<file path="config.mk">
export PLATFORM = sky130hd
export DESIGN_NAME = alu_slice_serial_flat
export DESIGN_NICKNAME = d
export VERILOG_FILES = /design/src/rtl/alu_slice_serial_if.sv /design/src/rtl/alu_slice_serial.sv /design/src/flat_wrapper.sv
export SDC_FILE = /design/constraint.sdc
export NUM_CORES = 1
export LEC_CHECK = 0
export CORE_MARGIN = 2
export CORE_UTILIZATION = 51
export CTS_CLUSTER_DIAMETER = 150
export DETAILED_ROUTE_END_ITERATION = 8
export GPL_TIMING_DRIVEN = 0
export HOLD_SLACK_MARGIN = 0.08
export PLACE_DENSITY = 0.79
export SYNTH_ARGS = -nofsm -noshare
export SYNTH_HDL_FRONTEND = slang
export SYNTH_SLANG_ARGS = --single-unit
</file>
<file path="constraint.sdc">
create_clock -name clk -period 2.5 [get_ports clk]
set_input_delay 0.625 -clock clk [delete_from_list [all_inputs] [get_ports clk]]
set_output_delay 0.625 -clock clk [all_outputs]
set_load 0.005 [all_outputs]
</file>
<file path="src/rtl/alu_slice_serial_if.sv">
// alu_slice_serial_if: start/done request and result bus between microsequencer and serial ALU
interface alu_slice_serial_if #(parameter int WIDTH = 16);
    logic             start;
    logic [3:0]       s;
    logic             m;
    logic             cin_n;
    logic [WIDTH-1:0] a;
    logic [WIDTH-1:0] b;
    logic             busy;
    logic             done;
    logic [WIDTH-1:0] f;
    logic             cout_n;
    logic             aeb;
    logic             zero;
    logic             ovf;
    modport master(output start, s, m, cin_n, a, b, input busy, done, f, cout_n, aeb, zero, ovf);
    modport slave(input start, s, m, cin_n, a, b, output busy, done, f, cout_n, aeb, zero, ovf);
endinterface

</file>
<file path="src/rtl/alu_slice_serial.sv">
// alu_slice_serial: 74181-compatible ALU evaluating one 4-bit slice per clock, carry rippled through a register
module alu_slice_serial #(parameter int WIDTH = 16) (
    input logic clk,
    input logic reset,
    alu_slice_serial_if.slave bus
);
    localparam int NS = WIDTH / 4;
    localparam int IW = NS > 1 ? $clog2(NS) : 1;
    typedef enum logic [1:0] {IDLE, RUN, DONE} state_t;
    state_t           state;
    logic [IW-1:0]    idx;
    logic [WIDTH-1:0] a_r, b_r;
    logic [3:0]       s_r;
    logic             m_r, cr, c3_r;
    logic [IW+1:0]    sh;
    logic [3:0]       as, bs, e, d, g, p, fs;
    logic             c0, c1, c2, c3, c4;
    assign sh = {idx, 2'b00};
    assign as = 4'(a_r >> sh);
    assign bs = 4'(b_r >> sh);
    assign e  = ~(as & bs & {4{s_r[3]}} | as & ~bs & {4{s_r[2]}});
    assign d  = ~(~bs & {4{s_r[1]}} | bs & {4{s_r[0]}} | as);
    // active-high generate/propagate; carries below are active-high, the register holds Cn active-low
    assign g  = ~e;
    assign p  = ~d;
    assign c0 = ~cr;
    assign c1 = g[0] | p[0] & c0;
    assign c2 = g[1] | p[1] & g[0] | p[1] & p[0] & c0;
    assign c3 = g[2] | p[2] & g[1] | p[2] & p[1] & g[0] | p[2] & p[1] & p[0] & c0;
    assign c4 = g[3] | p[3] & g[2] | p[3] & p[2] & g[1] | p[3] & p[2] & p[1] & g[0] | (&p) & c0;
    assign fs = e ^ d ^ ({c3, c2, c1, c0} | {4{m_r}});
    always_ff @(posedge clk or posedge reset) begin
        if (reset) begin
            state      <= IDLE;
            idx        <= '0;
            a_r        <= '0;
            b_r        <= '0;
            s_r        <= '0;
            m_r        <= 1'b0;
            cr         <= 1'b1;
            c3_r       <= 1'b0;
            bus.f      <= '0;
            bus.cout_n <= 1'b1;
            bus.aeb    <= 1'b0;
            bus.zero   <= 1'b0;
            bus.ovf    <= 1'b0;
            bus.busy   <= 1'b0;
            bus.done   <= 1'b0;
        end else begin
            bus.done <= 1'b0;
            case (state)
                IDLE: if (bus.start) begin
                    a_r      <= bus.a;
                    b_r      <= bus.b;
                    s_r      <= bus.s;
                    m_r      <= bus.m;
                    cr       <= bus.cin_n;
                    idx      <= '0;
                    bus.f    <= '0;
                    bus.busy <= 1'b1;
                    state    <= RUN;
                end
                RUN: begin
                    bus.f <= (bus.f & ~(WIDTH'(4'hf) << sh)) | (WIDTH'(fs) << sh);
                    cr    <= ~c4;
                    c3_r  <= c3;
                    idx   <= idx + 1'b1;
                    state <= idx == IW'(NS - 1) ? DONE : RUN;
                end
                DONE: begin
                    bus.aeb    <= &bus.f;
                    bus.zero   <= ~|bus.f;
                    bus.cout_n <= cr;
                    bus.ovf    <= ~m_r & (c3_r ^ ~cr);
                    bus.busy   <= 1'b0;
                    bus.done   <= 1'b1;
                    state      <= IDLE;
                end
                default: state <= IDLE;
            endcase
        end
    end
endmodule

</file>
<file path="src/flat_wrapper.sv">
// flat-port wrapper written by rule: the top's interface ports become plain ports
module alu_slice_serial_flat 
#(parameter int WIDTH = 16)
  (clk, reset, bus_start, bus_s, bus_m, bus_cin_n, bus_a, bus_b, bus_busy, bus_done, bus_f, bus_cout_n, bus_aeb, bus_zero, bus_ovf);
  alu_slice_serial_if #(.WIDTH(WIDTH)) bus_i ();
  input logic clk;
  input logic reset;
  input wire logic [$bits(bus_i.start)-1:0] bus_start;
  input wire logic [$bits(bus_i.s)-1:0] bus_s;
  input wire logic [$bits(bus_i.m)-1:0] bus_m;
  input wire logic [$bits(bus_i.cin_n)-1:0] bus_cin_n;
  input wire logic [$bits(bus_i.a)-1:0] bus_a;
  input wire logic [$bits(bus_i.b)-1:0] bus_b;
  output wire logic [$bits(bus_i.busy)-1:0] bus_busy;
  output wire logic [$bits(bus_i.done)-1:0] bus_done;
  output wire logic [$bits(bus_i.f)-1:0] bus_f;
  output wire logic [$bits(bus_i.cout_n)-1:0] bus_cout_n;
  output wire logic [$bits(bus_i.aeb)-1:0] bus_aeb;
  output wire logic [$bits(bus_i.zero)-1:0] bus_zero;
  output wire logic [$bits(bus_i.ovf)-1:0] bus_ovf;
  assign bus_i.start = bus_start;
  assign bus_i.s = bus_s;
  assign bus_i.m = bus_m;
  assign bus_i.cin_n = bus_cin_n;
  assign bus_i.a = bus_a;
  assign bus_i.b = bus_b;
  assign bus_busy = bus_i.busy;
  assign bus_done = bus_i.done;
  assign bus_f = bus_i.f;
  assign bus_cout_n = bus_i.cout_n;
  assign bus_aeb = bus_i.aeb;
  assign bus_zero = bus_i.zero;
  assign bus_ovf = bus_i.ovf;
  alu_slice_serial #(.WIDTH(WIDTH)) u_core (.clk(clk), .reset(reset), .bus(bus_i));
endmodule
</file>
==> results.yml <==
floorplanning:
  start_util: 0.526
  dieArea_mm2: 0.00674
  dieHeight_um: 82.1
  io_pins: 63
  die-width_um: 82.1
  core_area_mm2: 0.00592
  rows: 28
sta:
  finalClockSkew_ns: 0.00494
  setup_violations: 0
  worst_slew_pin_slew_ns: 0.617
  rsz0062_at_grt: "true"
  achievable-frequency_mhz: 404
  finalHoldViolations: 0
  slew_headroom: 0.589
  fin_crit_ns: 2.47
  final_max_slew_viol_count: 0
  setup_slack_ns: 0.0272
  fin_crit_sh: 0.989
synthesis:
  ys_seq_area_frac: 0.524
  synth_warnings: 0
  syn_area_mm2: 0.00311
  synth.distinct_cells: 42
  synth.net_count: 288
  synth-main-ff-cell: "dfrtp_1"
  synth_edf_count: 0
  synth-seq-cells: 65
  syn_avg_cell_area_um2: 12.8
  ys_async_sr_fraction: 1.00
  synthCells: 243
routing:
  ant_nets: 0
  drc: 0
  via_per_inst: 5.64
  drt_iter0_markers: 143
  wirelength_um: 6690
  wl_per_cell_um: 16.9
  dr.pass1.iters: 4
  num_vias: 2238
final_layout:
  multi_input_area_mm2: 0.00141
  final_area_mm2: 0.00408
  final_cell_mix: "dfrtp_1, clkdlybuf4s50_1, mux2_2, nand2_1, a22o_1"
  nFillCells: 457
  final_common_cell: "dfrtp_1"
  fin_cells: 397
  num_antenna_cells: 0
  nNetsFinal: 363
  drive_gt1_frac: 0.233
  syn_to_final_growth_pct: 31.2
  regArea_mm2: 0.00163
worst_setup_path:
  end_kind: "flip-flop"
  critPathRequiredTime_ns: 2.78
  cp_cell_sequence: "buf_6 > buf_8 > mux4_2 > nand2b_4 > a21o_1 > a311oi_2 > xor2_2 > a22o_1"
  crit_arrival_ns: 2.76
  path_max_fanout: 10
  rr_startpoint: "u_core.idx[0]"
  crit_start: "u_core.idx[0]"
  r2r_cells: 8
  cp_slowest_cell: "mux4_2"
  crit_type: "flip-flop to flip-flop"
  crit_path_max_incr_delay_ns: 0.55
  start_kind: "flip-flop"
  reg2reg_setup_slack_ns: 0.03
  worstReg2RegEnd: "u_core.bus.f[10]"
flow_run:
  maxCapViolCount: 0
min_path:
  hold_start: "u_core.bus.zero"
  holdPathEnd: "u_core.bus.zero"
  hp-class: "flip-flop to flip-flop"
  hold_depth: 2
grt:
  grt_usage: 0.232
  grt_start_max_net_pins: 43
  grt-ovfl-total: 0
  grt_pass1_wl_um: 11500
  antenna_found_initial: 0
  grt_pass1_vias: 2342
pwr:
  power_mw: 5.83
  p_leak_nw: 1.74
  p_per_area_mw_per_mm2: 1430
  ir_drop_uv: 649
placement:
  place_congestion: 0.800
  port_buffers: 62
  hpwlAfterDp_um: 4950
  dp_slack_ns: -0.503
  post_dp_cell_area_mm2: 0.00385
  dp_cells: 381
status:
  status: "finished, final reports clean"
clock_network:
  cts_htree_levels: 3
  clock_path_buffers: 2
  path_clk_slew_ns: 0.06
  cts_buffers: 9
  clock-sinks: 65
  cts_tree: "yes"
  cts_root_buf: "clkbuf_8"
  insertion_delay_ns: 0.35
## state kept, by name (all words and copies together) (netlist names)
| register | flops |
|---|---|
| u_core.cr | 1 |
| u_core.bus.cout_n | 1 |
| u_core.idx | 2 |
| u_core.bus.aeb | 1 |
| u_core.bus.zero | 1 |
| u_core.b_r | 16 |
| u_core.m_r | 1 |
| u_core.a_r | 16 |
| u_core.bus.ovf | 1 |
| u_core.state | 2 |
| u_core.bus.done | 1 |
| u_core.bus.f | 16 |
| u_core.s_r | 4 |
| u_core.bus.busy | 1 |
| u_core.c3_r | 1 |
## cells in the mapped netlist (6+ instances only)
cell type / n / area share
dfrtp_1: 63 / 0.51
o21ai_0: 7 / 0.011
a22o_1: 13 / 0.037
inv_1: 11 / 0.013
mux2_2: 37 / 0.13
nand2b_1: 7 / 0.014
nand4_1: 6 / 0.012
mux2i_1: 6 / 0.019
nand2_1: 19 / 0.023
a21o_1: 7 / 0.017
## how the worst max path moves through the flow
stage | slack, ns | cells past startpoint | to
floorplan | 0.25 | 1 | u_core.a_r[0]
global placement | -0.82 | 2 | u_core.a_r[7]
detailed placement | -0.50 | 6 | u_core.b_r[13]
CTS | -0.01 | 8 | u_core.bus.f[10]
global route | -0.09 | 8 | u_core.bus.f[10]
finish | 0.03 | 8 | u_core.bus.f[10]
## through the flow
stage	TNS, ns	utilization	hold WS (ns)
2_1_floorplan	0	-	0.470
3_3_place_gp	-56.36	0.646	0.462
3_5_place_dp	-4.73	0.650	0.471
4_1_cts	-0.0107	0.684	0.486
5_1_grt	-0.431	0.690	0.514
6_report	0	0.690	0.480
## per-layer routing
metal,up-vias,track usage,wire (um)
met4,0,0.128,211
met2,71,0.372,3280
met5,-,0,0
met1,1100,0.294,2890
met3,20,0.0511,306
li1,1047,-,-
## where the power goes
part | total (mW) | switching, mW | internal, mW
clock network | 0.884 | 0.378 | 0.506
logic | 3.02 | 1.45 | 1.57
registers | 1.93 | 0.369 | 1.56
total | 5.83 | 2.20 | 3.63
## layout make-up
class / instances / area share
Multi-Input combinational cell: 157 / 0.346
Sequential cell: 65 / 0.399
Clock buffer: 12 / 0.0380
Timing Repair Buffer: 65 / 0.161
Tap cell: 75 / 0.0230
Inverter: 11 / 0.0101
Buffer: 9 / 0.0135
Clock inverter: 3 / 0.00980
## worst max-delay path: cells and delay by family, from the launching register on
kind,cells,cell delay [ns]
flip-flops,1,0.40
XOR/XNOR,1,0.30
AND/OR/NAND/NOR,1,0.16
buffers and inverters,2,0.29
multiplexers,1,0.55
AO/OA/AOI/OAI,3,0.70
## cells by family after synthesis
kind of cell	share of synthesized area
compound gates	0.111
xor+xnor	0.0113
simple gates	0.0897
fa+ha+maj	0.0161
mux	0.217
flops	0.524
buf+inv	0.0314
## what timing repair did
| item | in CTS | in global routing |
|---|---|---|
| pin swaps | 0 | 4 |
| setup buffers | 0 | 2 |
| gates resized for setup | 3 | 5 |
| hold buffers | 0 | 0 |
| setup endpoints to repair | 15 | 19 |
(Power assumes the default switching activity.)
